**config.mk**
```make
export PLATFORM = sky130hd
export DESIGN_NAME = loss_detector
export DESIGN_NICKNAME = d
export VERILOG_FILES = /design/src/rtl/loss_detector.sv
export SDC_FILE = /design/constraint.sdc
export NUM_CORES = 1
export LEC_CHECK = 0
export ABC_CLOCK_PERIOD_IN_PS = 3650
export BUFFER_PORTS_ARGS = -buffer_cell sky130_fd_sc_hd__buf_2
export CAP_MARGIN = 20
export CORE_MARGIN = 5
export CORE_UTILIZATION = 33
export CTS_CLUSTER_SIZE = 40
export DETAILED_ROUTE_END_ITERATION = 10
export GPL_TIMING_DRIVEN = 0
export PLACE_DENSITY = 0.67
export SLEW_MARGIN = 40
export SYNTH_ARGS = -nofsm -noshare
export SYNTH_HDL_FRONTEND = slang
export SYNTH_SLANG_ARGS = --single-unit
```
**constraint.sdc**
```tcl
create_clock -name clock -period 3.65 [get_ports clock]
set_clock_uncertainty 0.1 [all_clocks]
set_input_delay 0.73 -clock clock [delete_from_list [all_inputs] [get_ports clock]]
set_output_delay 0.73 -clock clock [all_outputs]
set_load 0.01 [all_outputs]
```
**src/rtl/loss_detector.sv**
```systemverilog
// rtl/loss_detector.sv - bird/pipe collision supervisor with IDLE/PLAY/LOST sequencing and pipe score
// Optional build macro SCORE_BCD_EN: score counts as two BCD digits, saturating at 8'h99.
module loss_detector #(
    parameter int ROWS        = 8,
    parameter int SCORE_W     = 8,
    parameter int GRACE_TICKS = 2
) (
    input  logic               clock,
    input  logic               reset,
    input  logic               tick,
    input  logic               start,
    input  logic [ROWS-1:0]    birdRow,
    input  logic [ROWS-1:0]    pipeRow,
    output logic               lossDetect,
    output logic               playing,
    output logic [SCORE_W-1:0] score
);

    localparam logic [1:0] IDLE = 2'd0;
    localparam logic [1:0] PLAY = 2'd1;
    localparam logic [1:0] LOST = 2'd2;

    localparam int GRACE_W = (GRACE_TICKS < 2) ? 1 : $clog2(GRACE_TICKS + 1);
    localparam logic [GRACE_W-1:0] GRACE_INIT = GRACE_W'(GRACE_TICKS);

    logic [1:0]         state;
    logic [GRACE_W-1:0] grace;
    logic               pipe_prev;
    logic               start_prev;
    logic [SCORE_W-1:0] score_inc;

    logic start_rise;
    logic hit;
    logic pipe_now;
    logic pipe_passed;

    assign start_rise  = start & ~start_prev;
    assign hit         = (|(birdRow & pipeRow)) | (birdRow == '0);
    assign pipe_now    = |pipeRow;
    assign pipe_passed = pipe_prev & ~pipe_now;

    // Outputs decode the state directly so an asynchronous reset drops them at once.
    assign lossDetect = (state == LOST);
    assign playing    = (state == PLAY);

`ifdef SCORE_BCD_EN
    always_comb begin
        score_inc = score;
        if (score[7:0] != 8'h99) begin
            if (score[3:0] == 4'd9) begin
                score_inc[3:0] = 4'd0;
                score_inc[7:4] = score[7:4] + 4'd1;
            end else begin
                score_inc[3:0] = score[3:0] + 4'd1;
            end
        end
    end
`else
    always_comb begin
        score_inc = score;
        if (score != '1) begin
            score_inc = score + SCORE_W'(1);
        end
    end
`endif

    always_ff @(posedge clock or posedge reset) begin
        if (reset) begin
            start_prev <= 1'b0;
        end else begin
            start_prev <= start;
        end
    end

    always_ff @(posedge clock or posedge reset) begin
        if (reset) begin
            state     <= IDLE;
            score     <= '0;
            grace     <= '0;
            pipe_prev <= 1'b0;
        end else begin
            case (state)
                IDLE: begin
                    if (start_rise) begin
                        state     <= PLAY;
                        score     <= '0;
                        grace     <= GRACE_INIT;
                        pipe_prev <= 1'b0;
                    end
                end
                PLAY: begin
                    if (tick) begin
                        pipe_prev <= pipe_now;
                        // During grace the hit is ignored but pipes still score.
                        if (grace != '0) begin
                            grace <= grace - GRACE_W'(1);
                            if (pipe_passed) begin
                                score <= score_inc;
                            end
                        end else if (hit) begin
                            state <= LOST;
                        end else if (pipe_passed) begin
                            score <= score_inc;
                        end
                    end
                end
                LOST: begin
                    if (start_rise) begin
                        state <= IDLE;
                    end
                end
                default: begin
                    state <= IDLE;
                end
            endcase
        end
    end

endmodule

```
Word-level counts from Yosys, hierarchy flattened:

Cells that the tools add are included.

* $add $sub $neg: 2
* equal/unequal tests: 10
* muxes and demuxes: 20
* bitwise gates (word level): 6
* reductions and logical operators: 10

Operators by type and width (count)
* 8-bit two-way mux: 6
* 2-bit two-way mux: 8
* 8-bit one-hot mux with 2 select lines: 1
* 8-bit OR reduction: 2
* 8-bit by 1-bit adder with 8-bit output (second input constant): 1
* 8-bit AND: 1
* 8-bit zero test: 1
* 8-bit != test (second input constant): 1
* 4-bit AND reduction: 2
* 2-bit by 1-bit != test with 1-bit output (second input constant): 3
* 2-bit != test (second input constant): 3
* 2-bit one-hot mux with 3 select lines: 1
* 5-bit AND reduction: 1
* 2-bit one-hot mux with 2 select lines: 1
* 2-bit nonzero test: 2
* 3-bit by 2-bit != test with 1-bit output (second input constant): 1
* 3-bit AND reduction: 1
* 1-bit AND: 2
* 2-bit by 1-bit equality test with 1-bit output (second input constant): 1
* 2-bit equality test (second input constant): 1
* 2-bit zero test: 1
* 1-bit two-way mux: 2
* 1-bit inverter: 2
* 1-bit one-hot mux with 2 select lines: 1
* 2 further kinds: 2

* register bits: 14
* bits of input ports: 20
* output and inout bits: 10
* logic and storage cells: 53

Logic depth before layout (Yosys ltp):

Gate-level depths: netlist of the first run.

* depth in word-level cells: 8
* mapped depth: 8
* gate-level depth less buffers: 7

Least setup slack after synthesis of the first run:

Ideal clock, no wire load.

* kind: input port to flip-flop
* start point: input port start
* end point: register score[6]
* library setup time: 0.123 ns
* arrival time: 2.171 ns
* data required time: 3.427 ns
* path slack: 1.257 ns
* stages on the path: 7
* buffers on the path: 2
* cell sequence: or4b_1 -> buf_2 -> a21boi_4 -> or3_1 -> buf_6 -> a221oi_2 -> o21ai_1

* cells in the longest elaborated chain, start to end: 3

RTL lines
* from (decl): line 11 `input logic start,`
* 1-bit AND: line 37 `assign start_rise = start & ~start_prev;`
* 2-bit != test (no line)
* 4-bit AND reduction (no line)
* to (signal assigned): line 98 `score <= score_inc;`
* to (signal assigned): line 103 `score <= score_inc;`
* to (decl): line 16 `output logic [SCORE_W-1:0] score`

No other way between the ends.
A chain may end at the register's enable or synchronous reset.

Final worst setup path of the first run:

* start point: register state[1]
* end point: output port playing

* cells in the longest elaborated chain, start to end: 1

RTL lines
* from (decl): line 26 `logic [1:0] state;`
* from (signal assigned): line 77 `state <= IDLE;`
* from (signal assigned): line 85 `state <= PLAY;`
* from (signal assigned): line 101 `state <= LOST;`
* 2-bit by 1-bit equality test with 1-bit output: line 44 `assign playing = (state == PLAY);`
* to (decl): line 15 `output logic playing,`

No other way between the ends.

==> results by stage, run 1 <==
Run status:
- The run finished with clean final reports.

Setup path:
- At the worst endpoint, the arrival time is 1.79 ns.
- Among the stages of the critical path, the cell type that occurs most often is inv_1.
- Across all register-to-register paths, the minimum setup slack is 1.27 ns.
- The endpoint of the lowest-slack register-to-register path is score[1]$_DFFE_PP0P_.
- STA classifies the critical path startpoint as a flop.
- The startpoint identified for the worst register-to-register timing path is state[0]$_DFFE_PP0P_.
- The endpoint type of the worst setup path is an output pin.
- The largest fanout of any net on the critical path is 10.
- Traced cell by cell, the critical path runs through inv_1, nand2_1, inv_1, clkbuf_1, buf_2.
- Tracing the worst setup path back leads to its startpoint at state[1]$_DFFE_PP0P_.
- The worst setup path is of the reg -> out kind.
- The depth of the worst register-to-register path is 6.
- The master of the slowest instance on the critical path is dfrtp_1.
- The biggest cell delay along the critical path is 0.43 ns.
- The required time reported for the critical path endpoint is 2.82 ns.
- Following the worst setup path forward leads to its endpoint at playing.

Yosys:
- After synthesis, the share of flip-flops with an asynchronous set or reset is 100%.
- The synthesized area is 933 sq um.
- The post-synthesis instance total is 106.
- During synthesis, Yosys emitted a total of 0 warnings.
- In this run the biggest area consumer among cell types represents 37.5% of the synthesized area.
- The largest total area in the synthesized netlist belongs to dfrtp_1.
- The total of flip-flops plus latches after synthesis is 14.
- Counting distinct cell types in the post-synthesis netlist gives 39.
- The number of enable-type register cells in the synthesized netlist is 0.
- The total nets after synthesis is 128.
- The proportion of synthesized chip area in sequential cells is 37.5%.
- After synthesis, the cell types taking the most area are dfrtp_1, nand3_1, nand2_1.
- The average cell area after synthesis is 8.81 sq um.
- The most used flip-flop cell after synthesis is dfrtp_1.

Power and ir drop:
- The internal power of the cells totals 347 uW.
- The worst-case IR drop observed on VDD is 0.293 mV.
- The sequential share of power is 38.4%.
- The overall power of the completed layout is 576 uW.
- In this run, the combinational gates consume 42.2% of the power.
- The power per unit of standard cell area is 500 nW/um^2.
- Summed over all nets, the switching power comes to 230 uW.
- The analysis attributes to cell leakage a power of 0.000547 uW.
- The clock network power share is 19.4%.
- Of the total power, the share spent switching nets is 39.9%.

Routing:
- After the first detailed-routing iteration, the DRC count stood at 27.
- Summed over all layers, the routed wires come to 2.45 mm.
- The DRC violations left is 0.
- In this run the remaining antenna-violating nets after routing total 0.
- After detailed routing, the number of vias per cell comes to 5.72.
- In the final routed layout, each cell accounts on average for 14.4 um.
- The number of iterations in the first detailed-routing pass is 4.
- The routed layout has 972 vias.

Clock tree:
- The TritonCTS clock tree is yes.
- CTS built an H-tree with a depth of 1.
- The post-cts gate resize count is 0.
- Buffers inserted during clock tree synthesis total 3.
- Buffers added to address setup during post-CTS repair amount to 0.
- The TritonCTS sink count is 14.
- The number of hold buffers added after CTS was 0.
- The buffer levels on the longest clock path is 2.
- The clock insertion delay at the later pin of the skew report is 0.28 ns.
- The clock transition at the registers of the reported paths is 0.08 ns.
- In this run the clock root is driven by a clkbuf_4.

Layout:
- The sequential cells in the finished layout cover a total of 350 sq um.
- The area growth from synthesis to layout is 23.6%.
- The number of fill cells in the layout is 285.
- The post-route netlist has 27.3% of its cells at a drive strength greater than 1.
- The footprint of the multi-input gates is 537 sq um.
- 0 antenna diodes ended up in the layout.
- The net count of the finished layout is 162.

Floorplanning:
- In this run the horizontal extent of the chip is 63.2 um.
- The starting density of the core is 34.1%.
- The area of the core is 2730 sq um.
- From bottom edge to top edge, the die measures 63.2 um.
- The initialized floorplan defines 19 standard-cell rows.
- The number of placed I/O pins is 30.
- The die outline area is 3990 sq um.

GRT:
- The fraction of met3 tracks used by global routing is 3.55%.
- After global routing the overflow that remains totals 0.
- The maximum number of pins on one net before global-route repair is 15.
- The layer carrying the most global-route usage is met2.
- Global routing consumed, on the met1 layer, 15.7% of the routing resources.
- The first global-routing pass estimated 4.28 mm of wire.
- The number of global-route vias before repair is 982.
- The total global routing track utilization is 13.0%.
- In the global route stage, met2 resource usage came out at 22.6%.
- The number of antenna violations at the first check in global routing was 0.

Place:
- The placer's final routability congestion estimate is 0.830.
- The number of I/O port buffers is 29.
- The final HPWL from detailed placement is 1.91 mm.

STA:
- The relative slew slack is 49.2%.
- The number of failing setup endpoints in the final timing report is 0.
- Setup repair after global routing left no endpoint under its margin.
- The setup total negative slack is 0 ns.
- Derived from the worst setup path, the maximum achievable clock frequency is 382 MHz.
- The final-report hold violation count is 0.
- The final critical-path share of the clock period is 71.8%.
- The final period demand of the worst path is 2.62 ns.
- The final max-slew violation count is 0.
- The slew at the pin with the worst max-slew slack is 0.755 ns.

Worst hold path:
- The type of the worst min-delay path is in -> async.

Run:
- Across the run, the number of max-cap violations was 0.
[through the flow]
step           hold WS (ns)  worst slack, ns  util (%)  std cells  area (sq um)
3_3_place_gp          0.390             1.05      40.9        166          1120
6_report              0.375             1.03      42.2        170          1150
4_1_cts               0.410             1.04      42.2        170          1150
3_5_place_dp          0.401             1.01      40.9        166          1120
5_1_grt               0.418            0.906      42.2        170          1150
2_1_floorplan         0.359             1.26         -        106           933
[metal layers]
metal  vias to the layer above  share of wire, %
met3                         4               6.9
li1                        481                 -
met4                         0               1.1
met5                         -                 0
met2                        33                51
met1                       454                41
[worst min path at each step]
stage	cells after the start	slack (ns)	endpoint
6_report	2	0.37	score[2]$_DFFE_PP0P_
4_1_cts	2	0.41	grace[0]$_DFFE_PP0P_
3_5_place_dp	1	0.40	grace[1]$_DFFE_PP0P_
2_1_floorplan	1	0.36	state[0]$_DFFE_PP0P_
5_1_grt	2	0.42	score[0]$_DFFE_PP0P_
3_3_place_gp	1	0.39	grace[1]$_DFFE_PP0P_
[logic make-up after synthesis]
group / after synthesis / share of synthesized area, %
adders and majority gates: 2 / 2.68
buffers and inverters: 10 / 4.96
and+or+nand+nor: 50 / 28.3
DFF: 14 / 37.5
AOI/OAI and AO/OA: 28 / 24.4
muxes: 2 / 2.14
[power groups by stage]
stage	Clock (uW)	Combinational [uW]	Sequential [uW]
finish	112	243	221
global route	125	275	227
CTS	118	245	222
detailed placement	0	244	225
global placement	0	238	222
floorplan	0	174	220
[registers in the layout, summed over array words and instances, names as in the netlist]
signal and flops:
state 2, score 8, grace 2, start_prev 1, pipe_prev 1
[cell type report]
type                            instances  share of cell area (%)
Timing Repair Buffer                   29                    12.6
Buffer                                  3                    1.74
Tap cell                               31                    3.36
Inverter                                7                    2.28
Sequential cell                        14                    30.4
Clock buffer                            4                    3.15
Multi-Input combinational cell         82                    46.5
[layout by cell type (no fill, tap or decap), types with 3 or more instances in the layout]
cell type  instances
o311ai_0           3
nor2_1             7
dfrtp_1           14
nand4_1            5
nor3_1             3
nand2_1            9
buf_2             30
clkbuf_4           3
inv_1              7
a22oi_1            4
nand3_1           14
[worst max-delay path, delay by kind of cell (launching register included)]
family,cells,cell delay (ns)
buf+inv,4,0.94
flops,1,0.43
simple gates,1,0.13
[cells in the mapped netlist (2+ instances only)]
master	instances
dfrtp_1	14
nand3_1	14
nand2_1	9
inv_1	7
nor2_1	7
nand4_1	5
a22oi_1	4
nor3_1	3
o311ai_0	3
a21oi_1	2
a31oi_1	2
and3_1	2
ha_1	2
mux2i_1	2
nor4_1	2
o211ai_1	2
o21ai_0	2
or3_1	2
or4_1	2
Power figures use the tool's default switching activity.
==> run 2: changes to the inputs <==
Settings changed: ABC_AREA from default to 1, ABC_CLOCK_PERIOD_IN_PS 3650 to 2400, PLACE_DENSITY 0.67 to 0.68.
Clock period 3.65 ns to 2.4 ns, I/O delays scaled along.
==> run 2 against run 1 <==
Worst hold slack got worse by 0.26 ns. Die area rose by 10%. First-iteration DRC count grew 19%. Non-clock buffer count fell by 3. Worst setup slack got worse by 0.41 ns. Largest power group unchanged. Critical path type unchanged.
==> results by stage, run 2 <==
GRT:
- After global routing the overflow that remains totals 0.
- The first global-routing pass estimated 4.12 mm of wire.
- Entering global routing, the biggest net connects 15 pins.
- The number of antenna violations at the first check in global routing was 0.
- The total global routing track utilization is 11.9%.
- The number of global-route vias before repair is 965.

Clock tree:
- The buffer cell driving the clock tree root is clkbuf_4.
- The clock insertion delay at the later pin of the skew report is 0.29 ns.
- Buffers inserted during clock tree synthesis total 3.
- The buffer levels on the longest clock path is 2.
- After clock tree synthesis, the clock-pin slew on the worst setup and hold paths is 0.10 ns.
- In this run, post-CTS hold repair placed 0 buffers.
- TritonCTS built the clock tree.
- The TritonCTS sink count is 14.
- In this run, post-CTS repair resized a total of 0 instances.
- The H-tree depth is 1.
- The number of setup buffers added after CTS is 0.

Place:
- At the end of routability-driven placement, the weighted congestion stood at 0.824.
- The count of buffers added on input and output ports is 29.
- The final HPWL from detailed placement is 1.79 mm.
- Summing all placed instances gives a cell area of 1250 sq um.
- The worst slack at placement is 0.701 ns.

Floorplanning:
- Once the floorplan was initialized, standard cells occupied 34.3% of the core.
- The die is 66.4 um wide.
- The die outline area is 4400 sq um.
- The height of the die is 66.4 um.
- The floorplan row count is 20.
- The area of the core is 3050 sq um.
- The number of placed I/O pins is 30.

STA:
- The final period demand of the worst path is 1.78 ns.
- Once routing completed, OpenROAD measured the worst setup slack at 0.622 ns.
- Dividing the final minimum period by the clock period gives 74.1%.
- The worst hold slack after final layout is 0.116 ns.
- The peak clock frequency supported by timing is 563 MHz.
- Setup repair after global routing left no endpoint under its margin.
- The final max-slew violation count came to 0.
- For the pin with the worst max-slew slack, the measured transition is 0.558 ns.
- The final-report hold violation count came to 0.
- The relative slew slack is 62.7%.
- The setup total negative slack is 0 ns.
- Setup violations remaining at the end of the flow were counted as 0.

Setup path:
- The category of the critical setup timing path is reg -> out.
- Data on the critical path arrives at its endpoint at 1.20 ns.
- The largest fanout of any net on the critical path is 9.
- The type of origin of the critical path is a flop.
- The endpoint type of the worst setup path is an output pin.
- The required time reported for the critical path endpoint is 1.82 ns.

Layout:
- From synthesis to final layout, the design area changed by 22.6%.
- The library cell used most frequently in the layout, excluding fill and tap cells, is nand2_1.
- The number of antenna diodes in the final layout is 0.
- The register with the most flip-flops is score.
- The finished cells cover 1280 sq um.
- The register with the most flip-flops in the layout has 8 of them.
- In the layout the commonest cells are nand2_1, buf_2, nor2_1, inv_1, dfrtp_1.
- In the final layout, the registers with the most flip-flops are score: 8 flops, grace: 2 flops, state: 2 flops.
- The net count of the finished layout is 204.
- The share of layout cells above drive strength 1 is 27.6%.

Yosys:
- Counting flops with a built-in enable in the synthesized netlist gives 0.
- Counting instances in the post-synthesis netlist gives the leading cell types as nand2_1, nor2_1, inv_1.
- After synthesis, the share of flip-flops with an asynchronous set or reset is 100%.
- The cell type with the largest total area after synthesis is dfrtp_1.
- The synthesized area is 1050 sq um.
- Synthesis produced a netlist with a net count of 170.
- The post-synthesis instance total is 148.
- Dividing the synthesized area by the synthesized cell count gives 7.08 sq um.
- The number of warning messages in the yosys log is 0.
- After synthesis the netlist holds a flip-flop and latch count of 14.
- The library cell with the highest instance count after synthesis is nand2_1.
- The number of distinct library cells after synthesis is 26.
- The synthesized design devotes to its leading area cell type 33.4% of total area.
- Of the synthesized area, sequential elements account for 33.4%.
- The predominant post-synthesis flop cell is dfrtp_1.
- By area the synthesized netlist is led by dfrtp_1, nand2_1, nor2_1.

Routing:
- The overall via count from detail_route is 1,004.
- The number of DRC markers after the initial detailed-route iteration is 32.
- In the final routed layout, each cell accounts on average for 10.2 um.
- For this run, the detailed router's first-pass iteration total came to 4.
- The DRC violations left is 0.
- The detail route stage leaves a number of antenna-violating nets equal to 0.
- The via density per instance is 4.46.
- After detailed routing, the total wire length is 2.30 mm.

Power and ir drop:
- The overall power of the completed layout is 1190 uW.
- The static leakage is 0.000675 uW.
- For this design the ratio of total power to cell area is 928 nW/um^2.
- Across the VDD grid, the largest voltage drop is 0.578 mV.

Worst hold path:
- The tightest min-delay check is of the in -> async type.

Run:
- Max-cap violations in this run came to 0.

Run status:
- The flow ran to the end, and the final reports show no timing, DRC or antenna violations.
[run 2: cell count changes after synthesis, moves of 3 or more]
cell,previous run,this run
nand2_1,9,49
o21ai_1,1,4
nor2_2,0,3
nand2_4,0,3
a22oi_1,4,0
nor2_1,7,22
inv_1,7,17
nand3_1,14,5
o311ai_0,3,0
nand4_1,5,8
[run 2: logic make-up after synthesis]
family	synth area share, %
compound gates	6.44
xor+xnor	2.51
fa+ha+maj	2.39
buf+inv	8.00
flops	33.4
simple gates	47.3
[run 2: metal layers]
layer,track usage (%),up-vias,wire [um]
li1,-,536,-
met1,14.6,450,1110
met2,20.2,18,1080
met3,4.42,0,116
met4,1.52,0,0
met5,0,-,0
[run 2: final cells by class]
type	count	area, sq um
Inverter	21	83.8
Timing Repair Buffer	29	145
Clock buffer	4	36.3
Tap cell	44	55.1
Multi-Input combinational cell	113	614
Fill cell	337	1770
Sequential cell	14	350
[run 2: power by group]
group          internal (uW)  leakage (uW)  switching [uW]  total (uW)
sequential               298      0.000183            72.7         371
combinational            217      0.000470             425         642
clock                   92.5     0.0000210            87.2         180
[run 2: path summary, 6_finish.rpt]
check | startpoint | end | slack [ns] | cells after the start
setup / recovery | state[1]$_DFFE_PP0P_ | playing | 0.62 | 4
hold / removal | reset | score[0]$_DFFE_PP0P_ | 0.12 | 2
setup reg to reg | score[0]$_DFFE_PP0P_ | score[1]$_DFFE_PP0P_ | 0.69 | 9
hold reg to reg | state[1]$_DFFE_PP0P_ | state[0]$_DFFE_PP0P_ | 0.36 | 1
max in group asynchronous | reset | start_prev$_DFF_PP0_ | 1.71 | 2
min in group clock | start | start_prev$_DFF_PP0_ | 0.21 | 1
[run 2: critical path: stages, from the launching register on]
cell	delay, ns
dfrtp_1	0.40
inv_2	0.13
nand2_4	0.14
inv_6	0.11
buf_2	0.13
[run 2: stage by stage]
| stage | util, % | std cells |
|---|---|---|
| floorplan | - | 148 |
| global placement | 40.9 | 221 |
| detailed placement | 40.9 | 221 |
| CTS | 42.1 | 225 |
| global route | 42.1 | 225 |
| finish | 42.1 | 225 |
==> run 3: changes to the inputs <==
Settings changed: ABC_AREA 1 to 0, ABC_CLOCK_PERIOD_IN_PS 2400 to 1440, PLACE_DENSITY 0.68 to 0.69.
Clock period 2.4 ns to 1.44 ns, I/O delays scaled along.
==> run 3 against run 2 <==
The flow now finishes with violations (negative setup slack). Design area rose by 6.8%. Combinational power rose by 70%. Sequential share of layout area fell by 1.6 points. Cell count fell by 20%. Register-to-register slack got worse by 1.4 ns. Clock-buffer cell count fell by 1. Sequential power rose by 48%. Critical endpoint is now score[6]$_DFFE_PP0P_.
==> results by stage, run 3 (synthesized netlist as in run 1, its figures left out) <==
Run status:
- The flow ran to the end, but the final reports show violations.
- The final reports fail on negative setup slack.

Power and ir drop:
- Net switching is 39.3% of the power.
- The worst-case IR drop observed on VDD is 1.06 mV.
- Sequential cells burn 29.4% of the power.
- The analysis attributes to net switching a power of 731 uW.
- The internal power of the cells totals 1130 uW.
- Power spread over the standard cell area amounts to 1360 nW/um^2.
- The static leakage is 0.000627 uW.
- The clock network power share is 12.0%.
- Combinational logic is responsible for 58.6% of the overall power.

STA:
- The final critical-path share of the clock period is 146%.
- The peak clock frequency supported by timing is 476 MHz.
- Setup repair after global routing could not meet its margin everywhere.
- The worst-case setup margin in the final layout is -0.663 ns.
- For the pin with the worst max-slew slack, the measured transition is 0.798 ns.
- The relative slew slack is 46.4%.
- The final max-slew violation count was 0.
- The final-report hold violation count is 0.
- Subtracting the final worst setup slack from the clock period gives 2.10 ns.
- The number of failing setup endpoints in the final timing report is 14.

Worst hold path:
- Counting instances, the worst hold path has a depth of 1.
- The worst hold path belongs to the class in -> reg.
- The worst min-delay path startpoint is start.
- The terminating pin of the worst hold path is start_prev$_DFF_PP0_.

Clock tree:
- The number of clock buffers added by TritonCTS is 3.
- The clock reaches the later pin of the worst-skew pair after 0.28 ns.
- TritonCTS built the clock tree.
- The TritonCTS sink count is 14.
- In this run the clock root is driven by a clkbuf_4.
- The H-tree depth is 1.
- Counting along the longest clock path gives a buffer depth of 2.
- The clock transition at the registers of the reported paths is 0.08 ns.

Routing:
- The total wire length after detailed routing is 2.94 mm.
- The detail route stage leaves a number of antenna-violating nets equal to 0.
- For this run, design rule violations remaining after detail routing come to 0.
- The number of iterations in the first detailed-routing pass is 4.
- The overall via count from detail_route is 1,035.
- In the routed layout, each cell is associated on average with a via count of 5.78.
- After the first detailed-routing iteration, the DRC count stood at 85.
- The routed length per instance is 16.4 um.

Layout:
- Counting flops per register, the top entry is score.
- At the end of the flow, the number of nets in the layout was 172.
- Leaving out fill and tap cells, the most frequent cell in the layout is buf_2.
- The area growth from synthesis to layout is 47.1%.
- In the final layout, the share of cells above drive strength 1 is 44.6%.
- In the final layout, the registers with the most flip-flops are score: 8 flops, grace: 2 flops, state: 2 flops.
- Cells fill 50.2% of the core in the end.
- With fillers left out, the area of the finished cells amounts to 1370 sq um.
- The library cells used most frequently in the layout, excluding fill and tap cells, are buf_2, dfrtp_1, nand3_1, buf_4, nand2_1.
- The number of antenna diodes in the final layout is 0.
- The flip-flop count of the largest register, all copies and words added is 8.

Setup path:
- The worst register-to-register path ends at score[6]$_DFFE_PP0P_.
- For the worst setup path, the data required time is 1.51 ns.
- The setup slack of the most critical reg-to-reg path is -0.66 ns.
- The type of origin of the critical path is a flop.
- The endpoint type of the worst setup path is a flop.
- The category of the critical setup timing path is reg -> reg.
- In this run the worst path has a maximum fanout of 8.
- The buffering stage count on the worst path with inverters included is 0.
- The master of the slowest instance on the critical path is or4b_4.
- For the worst flop-to-flop path, the logic depth is 5.
- The biggest cell delay along the critical path is 0.54 ns.
- The critical path goes through or4b_4, a21boi_4, or3_4, a221oi_2, o21ai_1.
- The startpoint identified for the worst register-to-register timing path is state[0]$_DFFE_PP0P_.
- The signal arrival time at the worst endpoint is 2.17 ns.
- The cell family contributing the most delay on the critical path is simple AND/OR/NAND/NOR gates.

Place:
- The number of I/O port buffers is 29.
- At the placement stage, the worst setup path has a slack of -0.832 ns.
- The placed instances occupy a cell area of 1130 sq um.
- The placer's final routability congestion estimate is 0.846.
- Summed over all nets, the half-perimeter wirelength after detailed placement is 1.98 mm.

GRT:
- The layer carrying the most global-route usage is met2.
- The global-route congestion overflow total is 0.
- Global routing used 15.0% of the available tracks across all layers.
- The number of global-route vias before repair was 1,073.
- The number of antenna violations at the first check in global routing was 0.
- The fraction of met3 tracks used by global routing is 5.51%.
- In the global route stage, met1 resource usage came out at 15.4%.
- Entering global routing, the biggest net connects 15 pins.
- The first global-routing pass estimated 4.80 mm of wire.
- In the global route stage, met2 resource usage came out at 26.3%.

Floorplanning:
- For this design the top-level I/O count stands at 30.
- In this run the core area contains 19 standard-cell rows.
- The floorplan step defined a die boundary enclosing 3990 sq um.
- The die is 63.2 um wide.
- The initial utilization of the core area, before any placement, comes to 34.1%.
- After floorplanning, the core was sized to cover 2730 sq um.
- In this run the vertical extent of the chip is 63.2 um.

Run:
- The tool flagged a number of max-cap violations equal to 0.
==> run 3: power by group through the flow <==
stage / registers, uW / clock network, uW / logic (uW)
after detailed placement: 569 / 0 / 638
after floorplan: 557 / 0 / 453
after global routing: 559 / 271 / 1170
after global placement: 562 / 0 / 622
final: 548 / 223 / 1090
after CTS: 545 / 237 / 1060
==> run 3: worst max path at each step <==
stage / startpoint / to / slack [ns] / depth (start not counted)
CTS: start_prev$_DFF_PP0_ / score[6]$_DFFE_PP0P_ / -0.74 / 7
detailed placement: state[0]$_DFFE_PP0P_ / score[1]$_DFFE_PP0P_ / -0.83 / 6
global route: state[0]$_DFFE_PP0P_ / score[6]$_DFFE_PP0P_ / -0.71 / 5
finish: state[0]$_DFFE_PP0P_ / score[6]$_DFFE_PP0P_ / -0.66 / 5
global placement: state[0]$_DFFE_PP0P_ / score[1]$_DFFE_PP0P_ / -0.82 / 6
floorplan: state[1]$_DFFE_PP0P_ / score[6]$_DFFE_PP0P_ / -0.70 / 7
==> run 3: layout make-up <==
type	count	area, sq um
multi-input cells	82	622
well taps	31	38.8
clock buffers	3	22.5
plain buffers	1	25.0
repair buffers	41	277
flip-flops and latches	14	352
inverters	7	36.3
fillers	246	1360
==> run 3: timing repair <==
action / CTS / global route
hold buffers: 1 / 0
endpoints found under the setup margin: 15 / 14
setup buffers: 10 / 2
hold endpoints to repair: 14 / 0
gates resized for setup: 27 / 6
pin swaps: 6 / 7
==> run 3: routing by layer <==
metal  part of all wire [%]  vias to the layer above  routed length, um
li1                       -                      499                  -
met1                     39                      505               1140
met4                    2.2                        0                 65
met3                    4.0                        6                117
met2                     55                       25               1620
met5                      0                        -                  0
==> run 3: stage by stage <==
stage / hold WS (ns) / setup TNS [ns] / total power [uW] / std cells
2_1_floorplan: 0.0772 / -6.41 / 1010 / 106
3_3_place_gp: 0.254 / -8.14 / 1180 / 166
3_5_place_dp: 0.270 / -8.23 / 1210 / 166
4_1_cts: 0.0204 / -6.95 / 1840 / 180
5_1_grt: 0.0296 / -6.92 / 2000 / 179
6_report: 0.0437 / -6.28 / 1860 / 179
